$ cat config.mk
export PLATFORM = sky130hd
export DESIGN_NAME = mux4_rr_arbiter
export DESIGN_NICKNAME = d
export VERILOG_FILES = /design/src/rtl/mux4_rr_arbiter.sv
export SDC_FILE = /design/constraint.sdc
export NUM_CORES = 1
export LEC_CHECK = 0
export CORE_AREA = 5 5 56 58
export DETAILED_ROUTE_END_ITERATION = 7
export DIE_AREA = 0 0 61 63
export MAX_ROUTING_LAYER = met4
export PLACE_DENSITY_LB_ADDON = 0.25
export SYNTH_ARGS = -nofsm -noshare
export SYNTH_HDL_FRONTEND = slang
export SYNTH_SLANG_ARGS = --single-unit
$ cat constraint.sdc
create_clock -name clk -period 4.2 [get_ports clk]
set_input_delay 0.84 -clock clk [delete_from_list [all_inputs] [get_ports clk]]
set_output_delay 0.84 -clock clk [all_outputs]
set_load 0.05 [all_outputs]
$ cat src/rtl/mux4_rr_arbiter.sv
// Round-robin burst arbiter driving a shared mux4 select with valid/ready beat qualification.
// A burst stays on one requester until its last beat or MAX_BEATS, then priority rotates.
module mux4_rr_arbiter #(
  parameter int unsigned MAX_BEATS = 8,
  parameter int unsigned CNT_W     = 8
) (
  input  logic       clk,
  input  logic       rst_n,
  input  logic [3:0] req,
  input  logic [3:0] last,
  input  logic       out_ready,
  output logic [1:0] sel,
  output logic       out_valid,
  output logic       out_last,
  output logic [3:0] gnt,
  output logic       busy,
  output logic       err
);

  localparam logic [0:0] ST_IDLE  = 1'b0;
  localparam logic [0:0] ST_BURST = 1'b1;

  logic [0:0]       r_state;
  logic [1:0]       r_owner;
  logic [1:0]       r_ptr;
  logic [CNT_W-1:0] r_cnt;

  logic             w_in_burst;
  logic             w_req_own;
  logic             w_limit;
  logic             w_accept;
  logic             w_end;
  logic             w_any_req;
  logic [1:0]       w_base;
  logic [1:0]       w_idx;
  logic [1:0]       w_winner;
  logic             w_found;

  assign w_in_burst = (r_state == ST_BURST);
  assign w_req_own  = req[r_owner];
  assign w_limit    = (r_cnt == CNT_W'(MAX_BEATS - 1));
  assign w_any_req  = |req;

  assign out_valid  = w_in_burst & w_req_own;
  assign out_last   = out_valid & (last[r_owner] | w_limit);
  assign w_accept   = out_valid & out_ready;
  assign w_end      = w_accept & out_last;
  assign gnt        = w_accept ? (4'b0001 << r_owner) : 4'b0000;
  assign err        = w_in_burst & ~w_req_own;
  assign busy       = w_in_burst;
  assign sel        = r_owner;

  // Scanning from owner+1 at end of burst leaves the current owner last in line.
  assign w_base = w_in_burst ? (r_owner + 2'd1) : r_ptr;

  always_comb begin
    w_found  = 1'b0;
    w_idx    = w_base;
    w_winner = w_base;
    for (int unsigned i = 0; i < 4; i++) begin
      w_idx = w_base + 2'(i);
      if (!w_found && req[w_idx]) begin
        w_winner = w_idx;
        w_found  = 1'b1;
      end
    end
  end

  always_ff @(posedge clk or negedge rst_n) begin
    if (!rst_n) begin
      r_state <= ST_IDLE;
      r_owner <= '0;
      r_ptr   <= '0;
      r_cnt   <= '0;
    end else begin
      case (r_state)
        ST_IDLE: begin
          if (w_any_req) begin
            r_owner <= w_winner;
            r_cnt   <= '0;
            r_state <= ST_BURST;
          end
        end
        default: begin
          if (!w_req_own) begin
            r_ptr   <= r_owner + 2'd1;
            r_state <= ST_IDLE;
          end else if (w_end) begin
            r_ptr <= r_owner + 2'd1;
            if (w_any_req) begin
              r_owner <= w_winner;
              r_cnt   <= '0;
            end else begin
              r_state <= ST_IDLE;
            end
          end else if (w_accept) begin
            r_cnt <= r_cnt + CNT_W'(1);
          end
        end
      endcase
    end
  end

endmodule

==> impl_table.tex <==
\begin{tabular}{lr}
\hline
Metric & Value \\
\hline
\multicolumn{2}{l}{\textbf{Clock tree}} \\
Clock latency of the later-clocked register in the worst-skew pair & about 290 ps \\
Cts bufs inserted & 3 \\
Clock-pin slew on the worst setup and hold paths & roughly 80 ps \\
Clock tree root buffer cell & sky130\_fd\_sc\_hd\_\_clkbuf\_4 \\
Quantity of gates resized following cts & 0 \\
Count of hold buffers inserted by post-cts repair & 0 \\
Number of sinks on the clock net & 13 \\
Maximum clock path buffer count & 2 \\
Setup Fix Bufs, Post-CTS & 0 \\
Htree depth & 1 \\
TritonCTS clock tree & yes \\
\multicolumn{2}{l}{\textbf{Detailed routing}} \\
Iter 0 DRT Violations & 56 \\
Vias per cell & $\sim$5.6 \\
Routed via count & approximately 900 \\
Avg WL per Cell & about 14 µm \\
Number of iterations in the first detailed-routing pass & 4 \\
Total routed wirelength & $\sim$2200 µm \\
Count of unresolved DRC violations after routing & 0 \\
Antenna Violating Nets Remaining & 0 \\
\multicolumn{2}{l}{\textbf{Finish}} \\
Area grow syn2layout & 24.42\% \\
Share of layout cells above drive strength 1 & between 10\% and 20\% \\
Nets@finish & 146 \\
Highest-count cells in the layout ignoring fill and taps & sky130\_fd\_sc\_hd\_\_clkdlybuf4s50\_1 (20), sky130\_fd\_sc\_hd\_\_nand2\_1 (17), sky130\_fd\_sc\_hd\_\_dfrtp\_1 (13) \\
Most common cell after layout, fill and taps aside & sky130\_fd\_sc\_hd\_\_clkdlybuf4s50\_1 \\
Fin util & 46.32\% \\
\# diodes & 0 \\
Cell Count, Final, Fillers Out & 160 \\
Final standard cell area without fillers & around 0.0012 mm² \\
\multicolumn{2}{l}{\textbf{Yosys}} \\
Async set-or-reset flop fraction in the synthesized netlist & 100.0\% \\
Avg Synthesized Cell Area & roughly 9.0 µm² \\
Synthesized cell area & a little under 0.001 mm² \\
Number of synthesized flops with an enable pin & 0 \\
Netlist cell types & 40 \\
Synth Net Count & 124 \\
Gate count after technology mapping & about 110 \\
Ys Warns & 0 \\
Number of flip-flops and latches in the synthesized netlist & 13 \\
Share of synthesized area occupied by flip-flops and latches & between 30\% and 40\% \\
Most instantiated flip-flop cell in the synthesis netlist & sky130\_fd\_sc\_hd\_\_dfrtp\_1 \\
\multicolumn{2}{l}{\textbf{GRT}} \\
Pin count of the biggest net entering global routing & 14 \\
Wire length of the first global-routing pass & $\sim$3700 µm \\
Gr usage total & between 10\% and 20\% \\
Number of antenna violations at the first check in global routing & 0 \\
Total gr overflow & 0 \\
Vias in the first global route & between 800 and 900 \\
\multicolumn{2}{l}{\textbf{STA}} \\
Count of final max-slew check failures & 0 \\
Setup TNS after final layout & 0 ps \\
Largest clock skew in the final design & $\sim$8.0 ps \\
Slew of the pin with the lowest slew margin & 658.2 ps \\
Number of endpoints with negative hold slack in the final report & 0 \\
Relative slew margins & a little under three fifths \\
Finish-stage setup viols & 0 \\
Time the final worst path needs with I/O delays and setup & between 3000 and 4000 ps \\
Max Freq & $\sim$260 MHz \\
Unrepaired setup endpoints after global routing & no \\
Worst hold slack & slightly above 500 ps \\
PnR worst setup slack & 331.6 ps \\
Fin crit share & just over 90\% \\
\multicolumn{2}{l}{\textbf{Die}} \\
Core outline area & 0.002615 mm² \\
Die boundary width & around 61 µm \\
Overall die height & 63 µm \\
I/O pin count & 21 \\
Die ar. & a little under 0.004 mm² \\
Row count & 19 \\
Starting density of the core & a little under two fifths \\
\multicolumn{2}{l}{\textbf{Setup path}} \\
Worst Path Class, Setup & in2out \\
Peak fanout along the critical path & 7 \\
Reg2reg start & sel[0] \\
Cell breakdown of the critical path & clkdlybuf4s50\_1, mux4\_2, and3\_4, and2\_2, clkdlybuf4s50\_1 \\
Slowest library cell on the worst path & sky130\_fd\_sc\_hd\_\_clkdlybuf4s50\_1 \\
Critical path launch point type & input port \\
Worst setup path start & req[2] \\
Type of element capturing the critical path & primary output \\
Required arrival time at the worst endpoint & $\sim$3400 ps \\
Cell type with the highest occurrence count on the critical path & sky130\_fd\_sc\_hd\_\_clkdlybuf4s50\_1 \\
Max stage delay on crit path & 690 ps \\
Data arrival time of the critical path & 3030 ps \\
\multicolumn{2}{l}{\textbf{Flow run}} \\
Max-cap viol count & 0 \\
\multicolumn{2}{l}{\textbf{Power and ir drop}} \\
Combinational share of power & between 60\% and 70\% \\
Proportion of power drawn by flip-flops and latches & a little over a quarter \\
Power density relative to cell area & between 600 and 700 mW/mm² \\
Fraction of power consumed by the clock network & a little over 10\% \\
Switching power of the nets & 0.4003 mW \\
Overall power consumption & around 0.79 mW \\
Cell Int Power & slightly below 0.4 mW \\
Fraction of power spent switching nets & about half \\
Worst supply voltage drop on vdd & approximately 0.50 mV \\
Leakage power figure & $\sim$0.51 nW \\
\multicolumn{2}{l}{\textbf{Placed design}} \\
Count of buffers from port buffering & 20 \\
Placed Cells incl. Taps & about 160 \\
Total placed instance area & 0.001185 mm² \\
Worst setup timing slack at the placement stage & around 340 ps \\
Total half-perimeter wirelength after legalization and detailed placement & 1728 µm \\
Final weighted congestion in routability-driven placement & 0.8447 \\
\multicolumn{2}{l}{\textbf{Worst hold path}} \\
Min-delay worst type & reg2reg \\
Hold wc startpoint & r\_ptr[1] \\
\multicolumn{2}{l}{\textbf{Outcome}} \\
Run status & completed \\
\hline
\end{tabular}
-- synthesized netlist by cell type, types with 2 or more instances --
| library cell | instances | share of area, % |
|---|---|---|
| sky130_fd_sc_hd__inv_1 | 5 | 1.9 |
| sky130_fd_sc_hd__nor3_1 | 2 | 1.0 |
| sky130_fd_sc_hd__nand2b_1 | 3 | 1.9 |
| sky130_fd_sc_hd__a31oi_1 | 2 | 1.3 |
| sky130_fd_sc_hd__dfrtp_1 | 13 | 33 |
| sky130_fd_sc_hd__nand2_1 | 17 | 6.6 |
| sky130_fd_sc_hd__a21oi_1 | 8 | 4.1 |
| sky130_fd_sc_hd__a21boi_0 | 2 | 1.5 |
| sky130_fd_sc_hd__nor2_1 | 6 | 2.3 |
| sky130_fd_sc_hd__mux2_2 | 4 | 4.6 |
| sky130_fd_sc_hd__o21ai_0 | 3 | 1.5 |
| sky130_fd_sc_hd__and2_2 | 2 | 1.5 |
| sky130_fd_sc_hd__ha_1 | 5 | 6.4 |
| sky130_fd_sc_hd__mux2i_1 | 3 | 3.1 |
| sky130_fd_sc_hd__buf_6 | 2 | 2.3 |
| sky130_fd_sc_hd__nand3_1 | 5 | 2.6 |
| sky130_fd_sc_hd__and2_1 | 3 | 1.9 |
-- critical path: cells and delay by family --
kind	cells	cell delay, ps
and+or+nand+nor	2	410
muxes	1	560
buffers and inverters	2	1220
-- state kept, by name, summed over array words and instances, names as in the netlist --
register,count
sel,2
r_cnt,8
r_ptr,2
busy,1
-- routing by layer --
layer / track usage, % / share of wire (%)
met3: 1.240 / 7.1
met5: - / 0
met2: 17.91 / 45
met1: 18.07 / 46
met4: 4.065 / 1.3
-- layout make-up --
cell class,instances,area (µm²)
Clock buffer,4,26.28
Fill cell,251,1404
Inverter,5,18.77
Multi-Input combinational cell,87,601.8
Sequential cell,13,325.3
Tap cell,31,38.79
Timing Repair Buffer,20,200.2
-- power groups by stage --
stage | clock [mW] | sequential (mW) | combinational, mW
after floorplan | 0 | 0.239 | 0.345
after global placement | 0 | 0.218 | 0.492
after detailed placement | 0 | 0.219 | 0.499
after CTS | 0.0809 | 0.217 | 0.501
after global routing | 0.0890 | 0.226 | 0.538
final | 0.0810 | 0.217 | 0.497
-- final timing paths --
kind	to	slack (ps)	cells past startpoint
setup reg to reg	r_cnt[4]	2040	4
setup / recovery	gnt[3]	330	5
max in group asynchronous	r_ptr[1]	2880	1
hold reg to reg	r_ptr[1]	510	1
min in group asynchronous	r_cnt[5]	920	1
hold / removal	r_ptr[1]	510	1
-- cells by family (layout without fill, tap and decap cells) --
group | after synthesis | count (layout) | synth area share [%]
buffers and inverters | 8 | 29 | 4.755
and+or+nand+nor | 46 | 46 | 24.42
AOI/OAI and AO/OA | 27 | 27 | 18.25
DFF | 13 | 13 | 33.42
adders and majority gates | 5 | 5 | 6.427
muxes | 9 | 9 | 12.73
Power figures use the tool's default switching activity.
